--- config.mk ---
export PLATFORM = sky130hd
export DESIGN_NAME = shift_arbiter2
export DESIGN_NICKNAME = d
export VERILOG_FILES = /design/src/rtl/shift_arbiter2.sv
export SDC_FILE = /design/constraint.sdc
export NUM_CORES = 1
export LEC_CHECK = 0
export CAP_MARGIN = 40
export CORE_MARGIN = 5
export CORE_UTILIZATION = 40
export DETAILED_ROUTE_END_ITERATION = 7
export GPL_TIMING_DRIVEN = 0
export PLACE_DENSITY = 0.74
export SLEW_MARGIN = 15
export SYNTH_ARGS = -nofsm -noshare
export SYNTH_HDL_FRONTEND = slang
export SYNTH_SLANG_ARGS = --single-unit
export TNS_END_PERCENT = 100
--- constraint.sdc ---
create_clock -name clk -period 1.8 [get_ports clk]
set_input_delay 0.36 -clock clk [delete_from_list [all_inputs] [get_ports clk]]
set_output_delay 0.36 -clock clk [all_outputs]
set_load 0.005 [all_outputs]
--- src/rtl/shift_arbiter2.sv ---
// -----------------------------------------------------------------------------
// shift_arbiter2
//
// Two requesters share one logical right-shift unit (res = data >> amt, zero
// fill). A two-input arbiter selects one requester per cycle. Its result is
// captured in a single-entry result register with a valid/ready handshake
// toward the consumer.
//
// Parameters
//   RR_EN       1 = round-robin between the requesters,
//               0 = fixed priority, with req0 always winning
//
// Ports
//   clk         rising-edge clock
//   rst_n       asynchronous active-low reset
//   reqN_valid  requester N has an operation pending (N = 0, 1)
//   reqN_data   requester N operand, 8 bits
//   reqN_amt    requester N right-shift amount, 0..7
//   reqN_ready  requester N operation accepted this cycle
//   res_valid   result register holds a valid result
//   res_data    shifted result
//   res_id      requester that owns res_data
//   res_ready   consumer accepts the result this cycle
// -----------------------------------------------------------------------------
module shift_arbiter2 #(
  parameter bit RR_EN = 1'b1
) (
  input  logic       clk,
  input  logic       rst_n,
  input  logic       req0_valid,
  input  logic [7:0] req0_data,
  input  logic [2:0] req0_amt,
  output logic       req0_ready,
  input  logic       req1_valid,
  input  logic [7:0] req1_data,
  input  logic [2:0] req1_amt,
  output logic       req1_ready,
  output logic       res_valid,
  output logic [7:0] res_data,
  output logic       res_id,
  input  logic       res_ready
);

  typedef enum logic {
    EMPTY = 1'b0,
    FULL  = 1'b1
  } state_e;

  state_e     state_q, state_d;
  logic [7:0] data_q,  data_d;
  logic       id_q,    id_d;
  logic       last_q,  last_d;   // requester that won the last completed transfer

  logic       gnt0, gnt1;
  logic       can_accept;
  logic       xfer0, xfer1;
  logic [7:0] op_data;
  logic [2:0] op_amt;

  // ---------------------------------------------------------------------------
  // Arbitration. A tie in round-robin mode goes to the requester that did not
  // win last time. Only one grant can be active in any cycle.
  // ---------------------------------------------------------------------------
  // NOTE: every signal driven in an always_comb gets a default at the top of
  // the block, so no path can leave it unassigned and infer a latch.
  always_comb begin
    gnt0 = 1'b0;
    gnt1 = 1'b0;
    if (RR_EN) begin
      if (req0_valid && req1_valid) begin
        gnt0 = last_q;
        gnt1 = ~last_q;
      end else begin
        gnt0 = req0_valid;
        gnt1 = req1_valid;
      end
    end else begin
      gnt0 = req0_valid;
      gnt1 = req1_valid && !req0_valid;
    end
  end

  // The register can take a new result when it is empty, or when the current
  // result leaves on this same edge, which gives back-to-back transfers.
  assign can_accept = (state_q == EMPTY) || res_ready;

  // The readys are gated with rst_n. Reset forces the state to EMPTY, and
  // without the gate the readys would rise while reset is still held.
  assign req0_ready = rst_n && can_accept && gnt0;
  assign req1_ready = rst_n && can_accept && gnt1;

  assign xfer0 = req0_valid && req0_ready;
  assign xfer1 = req1_valid && req1_ready;

  assign op_data = xfer1 ? req1_data : req0_data;
  assign op_amt  = xfer1 ? req1_amt  : req0_amt;

  // ---------------------------------------------------------------------------
  // Next state of the result register and the last-grant pointer. The pointer
  // moves only on a completed transfer. A grant that is stalled by
  // backpressure does not change the pointer.
  // ---------------------------------------------------------------------------
  always_comb begin
    state_d = state_q;
    data_d  = data_q;
    id_d    = id_q;
    last_d  = last_q;
    if (xfer0 || xfer1) begin
      state_d = FULL;
      data_d  = op_data >> op_amt;
      id_d    = xfer1;
      last_d  = xfer1;
    end else if ((state_q == FULL) && res_ready) begin
      state_d = EMPTY;
    end
  end

  // The pointer resets to 1, so req0 wins the first tie after reset.
  // NOTE: sequential state is assigned with non-blocking (<=) only, so every
  // register samples its pre-edge inputs whatever the evaluation order.
  always_ff @(posedge clk or negedge rst_n) begin
    if (!rst_n) begin
      state_q <= EMPTY;
      data_q  <= 8'h00;
      id_q    <= 1'b0;
      last_q  <= 1'b1;
    end else begin
      state_q <= state_d;
      data_q  <= data_d;
      id_q    <= id_d;
      last_q  <= last_d;
    end
  end

  assign res_valid = (state_q == FULL);
  assign res_data  = data_q;
  assign res_id    = id_q;

endmodule

==> flow_results.xml, run 1 <==
<?xml version="1.0" encoding="UTF-8"?>
<metrics>
  <group name="setup_path">
    <metric name="crit_path_cell_trace" unit="">a21boi_4 -&gt; and3_4 -&gt; buf_8 -&gt; nor2_4 -&gt; buf_2</metric>
    <metric name="r2r_setup_slack" unit="ns">0.08</metric>
    <metric name="cp_slowest_stage_delay" unit="ns">0.56</metric>
    <metric name="critical_path.slowest_cell" unit="">sky130_fd_sc_hd__dfstp_2</metric>
    <metric name="critPathArrivalTime" unit="ns">1.41</metric>
    <metric name="crit_buf_inv" unit="">2</metric>
    <metric name="worst-path-max-fanout" unit="">4</metric>
    <metric name="path_delay_family" unit="">flip-flops</metric>
    <metric name="critPathCaptureType" unit="">output pin</metric>
    <metric name="startpoint_type" unit="">flip-flop</metric>
    <metric name="worst_setup_path_category" unit="">reg -&gt; out</metric>
    <metric name="required" unit="ns">1.44</metric>
  </group>
  <group name="cells_and_area">
    <metric name="final_util" unit="%">62.50</metric>
    <metric name="finalNetCount" unit="">176</metric>
    <metric name="drive_gt1_share" unit="%">25.00</metric>
    <metric name="syn_to_final_growth" unit="%">52.83</metric>
    <metric name="antenna-diode-count" unit="">0</metric>
  </group>
  <group name="yosys">
    <metric name="synth_fp_nets" unit="">125</metric>
    <metric name="ys_seq_elements" unit="">11</metric>
    <metric name="netlist_instances" unit="">98</metric>
    <metric name="synth_edf_count" unit="">0</metric>
    <metric name="postSynthAreaPerCell" unit="um2">10.15</metric>
    <metric name="synth_seq_area_share" unit="%">27.80</metric>
    <metric name="yosys_most_used_dff" unit="">sky130_fd_sc_hd__dfrtp_1</metric>
    <metric name="synth_area" unit="um2">994.7</metric>
    <metric name="synthArstFlopShare" unit="%">100.0</metric>
    <metric name="synthDistinctLibCells" unit="">38</metric>
    <metric name="synthesis.yosys.warnings" unit="">0</metric>
  </group>
  <group name="pwr">
    <metric name="comb_power_share" unit="%">45.7</metric>
    <metric name="power.leakage" unit="nW">0.6608</metric>
    <metric name="power_switching" unit="uW">274.3</metric>
    <metric name="switching_share" unit="%">30.76</metric>
    <metric name="power_density" unit="nW/um2">586.8</metric>
    <metric name="worst_ir_drop_on_vdd" unit="mV">0.5539</metric>
    <metric name="p_int" unit="uW">617.7</metric>
    <metric name="part_of_the_power_in_the_clock_network" unit="%">18.4</metric>
    <metric name="power_frac_seq" unit="%">35.9</metric>
  </group>
  <group name="global_routing">
    <metric name="number_of_antenna_violations_at_the_first_check_in_global_routing" unit="">0</metric>
    <metric name="overflow_left_after_global_routing" unit="">0</metric>
    <metric name="grtUsageTotal" unit="%">17.08</metric>
    <metric name="grt_first_pass_wirelength" unit="um">4602</metric>
    <metric name="pin_count_of_the_biggest_net_entering_global_routing" unit="">11</metric>
    <metric name="vias_in_the_first_global_route" unit="">1027</metric>
  </group>
  <group name="drt">
    <metric name="vias" unit="">1012</metric>
    <metric name="via_per_inst" unit="">5.685</metric>
    <metric name="dr.pass1.iters" unit="">4</metric>
    <metric name="drt_wl_total" unit="um">3059</metric>
    <metric name="drcViolationCount" unit="">0</metric>
    <metric name="postRouteAntennaNets" unit="">0</metric>
    <metric name="dr.first_iter.drc_count" unit="">42</metric>
    <metric name="wl_per_cell" unit="um">17.19</metric>
  </group>
  <group name="sta">
    <metric name="rsz0062_at_grt" unit="">true</metric>
    <metric name="layout_worst_path_cycle_share" unit="%">98.56</metric>
    <metric name="tightest_slew" unit="ns">0.4508</metric>
    <metric name="report.final.setup_viol" unit="">0</metric>
    <metric name="max-slew-margin-rel" unit="%">69.85</metric>
    <metric name="finalHoldViolCount" unit="">0</metric>
    <metric name="fmax" unit="GHz">0.5637</metric>
    <metric name="final_critical_period" unit="ns">1.774</metric>
    <metric name="fin_worst_skew" unit="ns">0.01254</metric>
    <metric name="max_slew_violation_count" unit="">0</metric>
    <metric name="holdWs" unit="ns">0.03795</metric>
  </group>
  <group name="clock_network">
    <metric name="cts.sink_count" unit="">11</metric>
    <metric name="clock_path_buffers" unit="">2</metric>
    <metric name="number_of_h_tree_branching_levels" unit="">1</metric>
    <metric name="clockRootBuffer" unit="">sky130_fd_sc_hd__clkbuf_4</metric>
    <metric name="clk_pin_slew_worst_paths" unit="ns">0.07</metric>
    <metric name="cts_tree" unit="">done</metric>
    <metric name="tritoncts.num_buffers" unit="">3</metric>
    <metric name="clock_latency" unit="ns">0.27</metric>
  </group>
  <group name="floorplanning">
    <metric name="die-area" unit="um2">3584</metric>
    <metric name="design.portCount" unit="">39</metric>
    <metric name="die_height" unit="um">59.87</metric>
    <metric name="initial_core_util" unit="%">40.90</metric>
    <metric name="fp.dieW" unit="um">59.87</metric>
    <metric name="rows" unit="">18</metric>
    <metric name="core_area" unit="um2">2432</metric>
  </group>
  <group name="status">
    <metric name="outcome" unit="">complete, no violations</metric>
  </group>
  <group name="place">
    <metric name="detailedPlacementHpwl" unit="um">2305</metric>
    <metric name="global_placement_routability_congestion" unit="">0.8888</metric>
    <metric name="buffer_ports.inserted" unit="">35</metric>
  </group>
  <group name="job">
    <metric name="maxCapViolCount" unit="">0</metric>
  </group>
  <group name="min_path">
    <metric name="hold_path.class" unit="">in -&gt; async</metric>
  </group>
</metrics>
-- logic make-up (layout without fill, tap and decap cells) --
| group | count (synthesis) | count (layout) | synth area share, % |
|---|---|---|---|
| buffers and inverters | 12 | 62 | 6.792 |
| muxes | 24 | 24 | 29.43 |
| AOI/OAI and AO/OA | 25 | 25 | 22.52 |
| DFF | 11 | 11 | 27.80 |
| and+or+nand+nor | 26 | 26 | 13.46 |
-- sequential cells by signal (all words and copies together) (netlist names) --
signal	cells
res_id	1
res_valid	1
res_data	8
last_q	1
-- power by group through the flow --
stage               sequential, mW  clock, mW  combinational (mW)
finish                       0.320      0.164               0.408
global route                 0.325      0.191               0.436
CTS                          0.320      0.168               0.394
detailed placement           0.322          0               0.367
global placement             0.322          0               0.360
floorplan                    0.323          0               0.173
-- repair_timing --
item | 4_1_cts | 5_1_grt
endpoints found under the hold margin | 10 | 0
buffers inserted | 7 | 4
pin swaps | 4 | 2
setup endpoints to repair | 13 | 4
hold buffers | 1 | 0
gates resized for setup | 26 | 4
-- worst register-to-register path: stages, from the launching register on --
cell	delay [ns]
sky130_fd_sc_hd__dfstp_2	0.56
sky130_fd_sc_hd__a21boi_4	0.06
sky130_fd_sc_hd__and3_4	0.20
sky130_fd_sc_hd__buf_4	0.18
sky130_fd_sc_hd__o41a_1	0.39
sky130_fd_sc_hd__a41oi_1	0.23
-- layout by cell type, fill, tap and decap left out, drive strengths merged, types with 2 or more instances in the layout --
| cell | netlist | final |
|---|---|---|
| clkdlybuf4s50 | 0 | 28 |
| buf | 6 | 20 |
| mux2i | 18 | 18 |
| dfrtp | 10 | 10 |
| nor2 | 7 | 7 |
| nand2 | 6 | 6 |
| clkbuf | 3 | 6 |
| mux4 | 4 | 4 |
| o21ai | 4 | 4 |
| inv | 3 | 3 |
| dlygate4sd2 | 0 | 3 |
| mux2 | 2 | 2 |
| a2111o | 2 | 2 |
| nand4 | 2 | 2 |
| a41oi | 2 | 2 |
| nand3 | 2 | 2 |
| nor3 | 2 | 2 |
| a22o | 2 | 2 |
| a21o | 2 | 2 |
| nand3b | 2 | 2 |
| nand2b | 2 | 2 |
-- metrics by stage --
stage	area (um2)	total power, mW	std cells	TNS, ns	worst slack (ns)
floorplan	994.7	0.4957	98	0	0.1690
global route	1520	0.9525	178	-0.03062	-0.03062
CTS	1491	0.8828	175	-0.02440	-0.02440
global placement	1383	0.6820	163	-8.302	-1.155
detailed placement	1383	0.6887	163	-8.542	-1.173
finish	1520	0.8920	178	0	0.02597
-- Yosys cell counts, drive strengths merged (3+ instances only) --
cell    number  area [um2]
inv          3       11.26
dfrtp       10       250.2
mux2i       18       180.2
clkbuf       3       11.26
nand2        6       22.52
nor2         7       26.28
o21ai        4       20.02
buf          6       45.04
mux4         4       90.09
-- final timing paths --
check	startpoint	cells past startpoint	to
max reg2reg	last_q	5	res_data[3]
max	last_q	5	req0_ready
min in group clk	res_id	1	res_id
max in group asynchronous	rst_n	2	res_data[0]
min	rst_n	1	last_q
min reg2reg	res_id	1	res_id
-- layout make-up --
| type | instances | area (um2) |
|---|---|---|
| Fill cell | 228 | 912.1 |
| Multi-Input combinational cell | 75 | 678.2 |
| Timing Repair Buffer | 47 | 426.7 |
| Sequential cell | 11 | 276.5 |
| Buffer | 8 | 63.81 |
| Tap cell | 30 | 37.54 |
| Clock buffer | 4 | 26.28 |
| Inverter | 3 | 11.26 |
-- layer usage --
metal	track usage [%]	part of all wire, %	vias up	wire length (um)
met5	0	0	-	0
met4	4.747	0.75	0	23
met3	1.944	3.1	2	94
met2	31.64	52	23	1604
met1	20.45	44	504	1337
li1	-	-	483	-
Note: power is estimated with default switching activity, not from simulation.
==> run 2: changes to the inputs <==
- clock period: 1.8 -> 1.9 ns (I/O delays scaled with it)
==> run 2 against run 1 <==
Via count down 2.9%; worst hold slack better by 0.033 ns; sequential cell count unchanged; register-to-register slack better by 0.11 ns; count of clock-buffer cells in the layout unchanged; clock skew up 0.00063 ns; largest power group unchanged; critical path type is now in -> out; largest cell class unchanged.
==> flow_results.xml, run 2 (synthesis gave the netlist of run 1 again) <==
<?xml version="1.0" encoding="UTF-8"?>
<metrics>
  <group name="status">
    <metric name="outcome" unit="">complete, no violations</metric>
  </group>
  <group name="sta">
    <metric name="fmax" unit="GHz">0.5493</metric>
    <metric name="report.final.setup_viol" unit="">0</metric>
    <metric name="rsz0062_at_grt" unit="">false</metric>
    <metric name="max_slew_violation_count" unit="">0</metric>
    <metric name="final_critical_period" unit="ns">1.820</metric>
    <metric name="fin_setup_tns" unit="ns">0</metric>
    <metric name="finalHoldViolCount" unit="">0</metric>
    <metric name="fin_worst_skew" unit="ns">0.01317</metric>
    <metric name="tightest_slew" unit="ns">0.4593</metric>
    <metric name="max-slew-margin-rel" unit="%">69.28</metric>
    <metric name="layout_worst_path_cycle_share" unit="%">95.81</metric>
  </group>
  <group name="place">
    <metric name="global_placement_routability_congestion" unit="">0.8888</metric>
    <metric name="place.detailed.instances" unit="">163</metric>
    <metric name="detailedPlacementHpwl" unit="um">2305</metric>
    <metric name="buffer_ports.inserted" unit="">35</metric>
  </group>
  <group name="setup_path">
    <metric name="r2r_setup_slack" unit="ns">0.19</metric>
    <metric name="worst_setup_path_category" unit="">in -&gt; out</metric>
    <metric name="critPathArrivalTime" unit="ns">1.44</metric>
    <metric name="required" unit="ns">1.52</metric>
    <metric name="crit_path_start" unit="">res_ready</metric>
    <metric name="worst-path-max-fanout" unit="">10</metric>
    <metric name="worst_setup_path_endpoint" unit="">req0_ready</metric>
    <metric name="startpoint_type" unit="">input pin</metric>
    <metric name="critPathCaptureType" unit="">output pin</metric>
    <metric name="cp_slowest_stage_delay" unit="ns">0.27</metric>
    <metric name="rr_startpoint" unit="">last_q</metric>
    <metric name="timing.reg2reg.worst_path_depth" unit="">5</metric>
    <metric name="crit-reg2reg-capture" unit="">res_data[3]</metric>
    <metric name="crit_path_cell_trace" unit="">dlygate4sd2_1 -&gt; nand2b_4 -&gt; buf_6 -&gt; o211ai_1 -&gt; clkbuf_2 -&gt; nor2_1 -&gt; buf_2</metric>
    <metric name="critical_path.slowest_cell" unit="">sky130_fd_sc_hd__clkbuf_2</metric>
  </group>
  <group name="global_routing">
    <metric name="grtUsageTotal" unit="%">16.67</metric>
    <metric name="pin_count_of_the_biggest_net_entering_global_routing" unit="">16</metric>
    <metric name="grt_first_pass_wirelength" unit="um">4491</metric>
    <metric name="vias_in_the_first_global_route" unit="">997</metric>
    <metric name="overflow_left_after_global_routing" unit="">0</metric>
    <metric name="number_of_antenna_violations_at_the_first_check_in_global_routing" unit="">0</metric>
  </group>
  <group name="min_path">
    <metric name="hold_path.class" unit="">in -&gt; async</metric>
  </group>
  <group name="cells_and_area">
    <metric name="antenna-diode-count" unit="">0</metric>
    <metric name="final_util" unit="%">60.44</metric>
    <metric name="post_layout_nonfiller_instances" unit="">173</metric>
    <metric name="layout.cells.most_common" unit="">sky130_fd_sc_hd__clkdlybuf4s50_1</metric>
    <metric name="layout.cells.most_common_list" unit="">sky130_fd_sc_hd__clkdlybuf4s50_1, sky130_fd_sc_hd__mux2i_1, sky130_fd_sc_hd__dfrtp_1, sky130_fd_sc_hd__nor2_1</metric>
    <metric name="drive_gt1_share" unit="%">20.98</metric>
    <metric name="largest_reg_flops" unit="">8</metric>
    <metric name="syn_to_final_growth" unit="%">47.80</metric>
    <metric name="finalNetCount" unit="">171</metric>
  </group>
  <group name="floorplanning">
    <metric name="initial_core_util" unit="%">40.90</metric>
    <metric name="design.portCount" unit="">39</metric>
    <metric name="die-area" unit="um2">3584</metric>
    <metric name="fp.dieW" unit="um">59.87</metric>
    <metric name="core_area" unit="um2">2432</metric>
    <metric name="rows" unit="">18</metric>
    <metric name="die_height" unit="um">59.87</metric>
  </group>
  <group name="clock_network">
    <metric name="tritoncts.num_buffers" unit="">3</metric>
    <metric name="clock_latency" unit="ns">0.27</metric>
    <metric name="cts_tree" unit="">done</metric>
    <metric name="clockRootBuffer" unit="">sky130_fd_sc_hd__clkbuf_4</metric>
    <metric name="number_of_h_tree_branching_levels" unit="">1</metric>
    <metric name="clock_path_buffers" unit="">2</metric>
    <metric name="clk_pin_slew_worst_paths" unit="ns">0.07</metric>
    <metric name="cts.sink_count" unit="">11</metric>
  </group>
  <group name="drt">
    <metric name="vias" unit="">983</metric>
    <metric name="wl_per_cell" unit="um">16.76</metric>
    <metric name="drcViolationCount" unit="">0</metric>
    <metric name="top_signal_layer_used" unit="">met4</metric>
    <metric name="dr.pass1.iters" unit="">4</metric>
    <metric name="met2_wire_length" unit="um">1478</metric>
    <metric name="postRouteAntennaNets" unit="">0</metric>
    <metric name="drt_wl_total" unit="um">2900</metric>
    <metric name="dr.first_iter.drc_count" unit="">35</metric>
    <metric name="wire_length_on_met1" unit="um">1267</metric>
    <metric name="via_per_inst" unit="">5.682</metric>
    <metric name="met3_wirelength" unit="um">117</metric>
  </group>
  <group name="pwr">
    <metric name="p_int" unit="uW">572.5</metric>
    <metric name="power_density" unit="nW/um2">560.7</metric>
    <metric name="worst_ir_drop_on_vdd" unit="mV">0.5077</metric>
    <metric name="power.leakage" unit="nW">0.6282</metric>
    <metric name="switching_share" unit="%">30.55</metric>
    <metric name="comb_power_share" unit="%">44.4</metric>
    <metric name="totalPowerFinal" unit="uW">824.3</metric>
    <metric name="power_switching" unit="uW">251.8</metric>
    <metric name="power_frac_seq" unit="%">36.8</metric>
    <metric name="part_of_the_power_in_the_clock_network" unit="%">18.8</metric>
  </group>
  <group name="job">
    <metric name="maxCapViolCount" unit="">0</metric>
  </group>
</metrics>
## run 2: final cells by class
| class | count | area (um2) |
|---|---|---|
| timing repair buffer | 43 | 401.6 |
| buffer | 7 | 46.29 |
| sequential | 11 | 276.5 |
| inverter | 3 | 11.26 |
| fill | 236 | 962.2 |
| tap | 30 | 37.54 |
| clock buffer | 4 | 26.28 |
| multi-input combinational | 75 | 670.6 |
## run 2: repair_timing
| action | 4_1_cts | 5_1_grt |
|---|---|---|
| hold buffers | 1 | 0 |
| pin swaps | 2 | 3 |
| buffers inserted | 6 | 1 |
| endpoints found under the setup margin | 13 | 2 |
| gates resized for setup | 23 | 0 |
| endpoints found under the hold margin | 10 | 0 |
## run 2: metrics by stage
stage | hold WS (ns) | setup WS, ns | instance area, um2
2_1_floorplan | 0.08441 | 0.2490 | 994.7
3_3_place_gp | 0.4586 | -1.095 | 1383
3_5_place_dp | 0.4738 | -1.113 | 1383
4_1_cts | 0.05714 | 0.02120 | 1483
5_1_grt | 0.04643 | 0.01105 | 1470
6_report | 0.07091 | 0.07955 | 1470
## run 2: worst min-delay path by stage
stage,cells past startpoint,start,end
after floorplan,0,rst_n,res_data[0]
after global placement,1,res_id,res_id
after detailed placement,1,res_id,res_id
after CTS,1,rst_n,last_q
after global routing,1,rst_n,last_q
final,1,rst_n,last_q
## run 2: power groups by stage
stage | sequential, mW | clock [mW] | combinational, mW
final | 0.303 | 0.155 | 0.366
after global routing | 0.307 | 0.181 | 0.395
after CTS | 0.304 | 0.159 | 0.371
after detailed placement | 0.305 | 0 | 0.347
after global placement | 0.305 | 0 | 0.341
after floorplan | 0.306 | 0 | 0.164
## run 2: per-layer routing
metal  up-vias  global-route usage [%]
met5         -                       0
met4         0                   5.380
met3         4                   2.160
met2        25                   29.94
met1       483                   20.32
li1        471                       -
## run 2: critical path: cells and delay by family
kind,cells,cell delay [ns]
AND/OR/NAND/NOR,2,0.19
AO/OA/AOI/OAI,1,0.14
buffers and inverters,4,0.74
==> run 3: changes to the inputs <==
- MAX_ROUTING_LAYER: unset -> met4
==> run 3 against run 2 <==
Count of clock-buffer cells in the layout is the same; setup slack lost 0.023 ns; combinational power grew 2%; sequential share of layout area shrank 0.31 points; sequential power is essentially flat; global-route usage grew 1.2 points.
==> flow_results.xml, run 3 (synthesis gave the netlist of run 1 again) <==
<?xml version="1.0" encoding="UTF-8"?>
<metrics>
  <group name="setup_path">
    <metric name="worstSetupPathDepth" unit="">6</metric>
    <metric name="rr_startpoint" unit="">last_q</metric>
    <metric name="startpoint_type" unit="">flip-flop</metric>
    <metric name="r2r_setup_slack" unit="ns">0.09</metric>
    <metric name="crit_buf_inv" unit="">3</metric>
    <metric name="worst-path-max-fanout" unit="">3</metric>
    <metric name="crit-reg2reg-capture" unit="">res_data[1]</metric>
    <metric name="crit_path_cell_trace" unit="">a21boi_4 -&gt; and3_4 -&gt; buf_8 -&gt; buf_6 -&gt; nor2_4 -&gt; buf_2</metric>
    <metric name="worst_setup_path_endpoint" unit="">req0_ready</metric>
    <metric name="critical_path.slowest_cell" unit="">sky130_fd_sc_hd__dfstp_2</metric>
    <metric name="critPathCaptureType" unit="">output pin</metric>
    <metric name="required" unit="ns">1.52</metric>
    <metric name="cp_slowest_stage_delay" unit="ns">0.56</metric>
    <metric name="path_delay_family" unit="">flip-flops</metric>
    <metric name="critPathArrivalTime" unit="ns">1.46</metric>
    <metric name="timing.reg2reg.worst_path_depth" unit="">7</metric>
    <metric name="crit_path_start" unit="">last_q</metric>
    <metric name="worst_setup_path_category" unit="">reg -&gt; out</metric>
  </group>
  <group name="drt">
    <metric name="wl_per_cell" unit="um">16.72</metric>
    <metric name="drt_wl_total" unit="um">2909</metric>
    <metric name="vias" unit="">967</metric>
    <metric name="dr.first_iter.drc_count" unit="">40</metric>
    <metric name="via_per_inst" unit="">5.557</metric>
    <metric name="drcViolationCount" unit="">0</metric>
    <metric name="dr.pass1.iters" unit="">4</metric>
    <metric name="postRouteAntennaNets" unit="">0</metric>
  </group>
  <group name="pwr">
    <metric name="worst_ir_drop_on_vdd" unit="mV">0.4710</metric>
    <metric name="part_of_the_power_in_the_clock_network" unit="%">18.5</metric>
    <metric name="power_density" unit="nW/um2">556.6</metric>
    <metric name="power.leakage" unit="nW">0.6362</metric>
    <metric name="power_switching" unit="uW">254.3</metric>
    <metric name="comb_power_share" unit="%">45.0</metric>
    <metric name="power_frac_seq" unit="%">36.5</metric>
    <metric name="p_int" unit="uW">578.0</metric>
    <metric name="switching_share" unit="%">30.56</metric>
  </group>
  <group name="cells_and_area">
    <metric name="drive_gt1_share" unit="%">22.22</metric>
    <metric name="stdcell_area" unit="um2">1495</metric>
    <metric name="layout.cells.most_common" unit="">sky130_fd_sc_hd__clkdlybuf4s50_1</metric>
    <metric name="layout.cells.most_common_list" unit="">sky130_fd_sc_hd__clkdlybuf4s50_1, sky130_fd_sc_hd__mux2i_1, sky130_fd_sc_hd__dfrtp_1</metric>
    <metric name="antenna-diode-count" unit="">0</metric>
    <metric name="finalNetCount" unit="">172</metric>
    <metric name="n_fill_cell" unit="">217</metric>
    <metric name="largest_reg_flops" unit="">8</metric>
    <metric name="syn_to_final_growth" unit="%">50.31</metric>
  </group>
  <group name="sta">
    <metric name="report.final.setup_viol" unit="">0</metric>
    <metric name="tightest_slew" unit="ns">0.4489</metric>
    <metric name="post-route-worst-setup-slack" unit="ns">0.05621</metric>
    <metric name="finalHoldViolCount" unit="">0</metric>
    <metric name="layout_worst_path_cycle_share" unit="%">97.04</metric>
    <metric name="final_critical_period" unit="ns">1.844</metric>
    <metric name="max-slew-margin-rel" unit="%">69.97</metric>
    <metric name="fmax" unit="GHz">0.5424</metric>
    <metric name="rsz0062_at_grt" unit="">false</metric>
    <metric name="max_slew_violation_count" unit="">0</metric>
    <metric name="fin_worst_skew" unit="ns">0.007656</metric>
  </group>
  <group name="floorplanning">
    <metric name="core_area" unit="um2">2432</metric>
    <metric name="initial_core_util" unit="%">40.90</metric>
    <metric name="rows" unit="">18</metric>
    <metric name="fp.dieW" unit="um">59.87</metric>
    <metric name="die_height" unit="um">59.87</metric>
    <metric name="design.portCount" unit="">39</metric>
    <metric name="die-area" unit="um2">3584</metric>
  </group>
  <group name="clock_network">
    <metric name="number_of_h_tree_branching_levels" unit="">1</metric>
    <metric name="clockRootBuffer" unit="">sky130_fd_sc_hd__clkbuf_4</metric>
    <metric name="cts.sink_count" unit="">11</metric>
    <metric name="cts_tree" unit="">done</metric>
    <metric name="tritoncts.num_buffers" unit="">3</metric>
    <metric name="clk_pin_slew_worst_paths" unit="ns">0.07</metric>
    <metric name="clock_latency" unit="ns">0.27</metric>
    <metric name="clock_path_buffers" unit="">2</metric>
  </group>
  <group name="job">
    <metric name="maxCapViolCount" unit="">0</metric>
  </group>
  <group name="global_routing">
    <metric name="number_of_antenna_violations_at_the_first_check_in_global_routing" unit="">0</metric>
    <metric name="vias_in_the_first_global_route" unit="">1015</metric>
    <metric name="grt_first_pass_wirelength" unit="um">4719</metric>
    <metric name="pin_count_of_the_biggest_net_entering_global_routing" unit="">12</metric>
    <metric name="grtUsageTotal" unit="%">17.87</metric>
    <metric name="overflow_left_after_global_routing" unit="">0</metric>
  </group>
  <group name="place">
    <metric name="pre_cts_slack" unit="ns">-1.121</metric>
    <metric name="dpl-instance-area" unit="um2">1383</metric>
    <metric name="buffer_ports.inserted" unit="">35</metric>
    <metric name="global_placement_routability_congestion" unit="">0.9042</metric>
    <metric name="detailedPlacementHpwl" unit="um">2224</metric>
  </group>
  <group name="min_path">
    <metric name="hold_path.class" unit="">in -&gt; async</metric>
  </group>
  <group name="status">
    <metric name="outcome" unit="">complete, no violations</metric>
  </group>
</metrics>
[run 3: cell types whose count changed in the layout (fill, tap and decap cells not counted)]
cell                       change
sky130_fd_sc_hd__buf_8         +1
sky130_fd_sc_hd__clkbuf_2      -1
sky130_fd_sc_hd__nor2_4        +1
sky130_fd_sc_hd__clkbuf_4      +1
sky130_fd_sc_hd__nor2_1        -1
[run 3: layout make-up]
| cell class | instances | area [um2] | area share [%] |
|---|---|---|---|
| Multi-Input combinational cell | 75 | 678.2 | 45.36 |
| Timing Repair Buffer | 43 | 401.6 | 26.86 |
| Sequential cell | 11 | 276.5 | 18.49 |
| Buffer | 8 | 63.81 | 4.268 |
| Tap cell | 30 | 37.54 | 2.510 |
| Clock buffer | 4 | 26.28 | 1.757 |
| Inverter | 3 | 11.26 | 0.7531 |
[run 3: worst min path at each step]
stage | end | cells after the start | start | slack, ns
global placement | res_id | 1 | res_id | 0.46
CTS | last_q | 1 | rst_n | 0.06
floorplan | res_data[0] | 0 | rst_n | 0.08
detailed placement | res_id | 1 | res_id | 0.47
finish | last_q | 1 | rst_n | 0.08
global route | last_q | 1 | rst_n | 0.06
[run 3: repair_timing]
action                                 CTS  global route
gates resized for setup                 23             2
pin swaps                                2             2
setup endpoints to repair               13             1
hold buffers                             1             0
buffers inserted                         7             0
endpoints found under the hold margin   10             0
[run 3: through the flow]
stage	hold slack (ns)	setup TNS [ns]	instances	total power [mW]	util, %
global placement	0.4585	-7.301	163	0.6462	56.84
CTS	0.06367	0	174	0.8345	61.16
finish	0.08049	0	174	0.8323	61.47
global route	0.05516	0	174	0.8906	61.47
detailed placement	0.4681	-7.691	163	0.6509	56.84
floorplan	0.08441	0	98	0.4696	-
[run 3: metal layers]
layer  up-vias  GRT usage [%]  wire length, um
met3         2          4.536              158
met1       460          20.79             1214
met4         0          3.797               12
li1        475              -                -
met5         -              -                0
met2        30          30.86             1523
[run 3: power by group through the flow]
stage / Combinational (mW) / Sequential [mW] / Clock, mW
floorplan: 0.164 / 0.306 / 0
global placement: 0.341 / 0.305 / 0
global route: 0.403 / 0.309 / 0.179
finish: 0.375 / 0.304 / 0.154
CTS: 0.370 / 0.304 / 0.160
detailed placement: 0.346 / 0.305 / 0
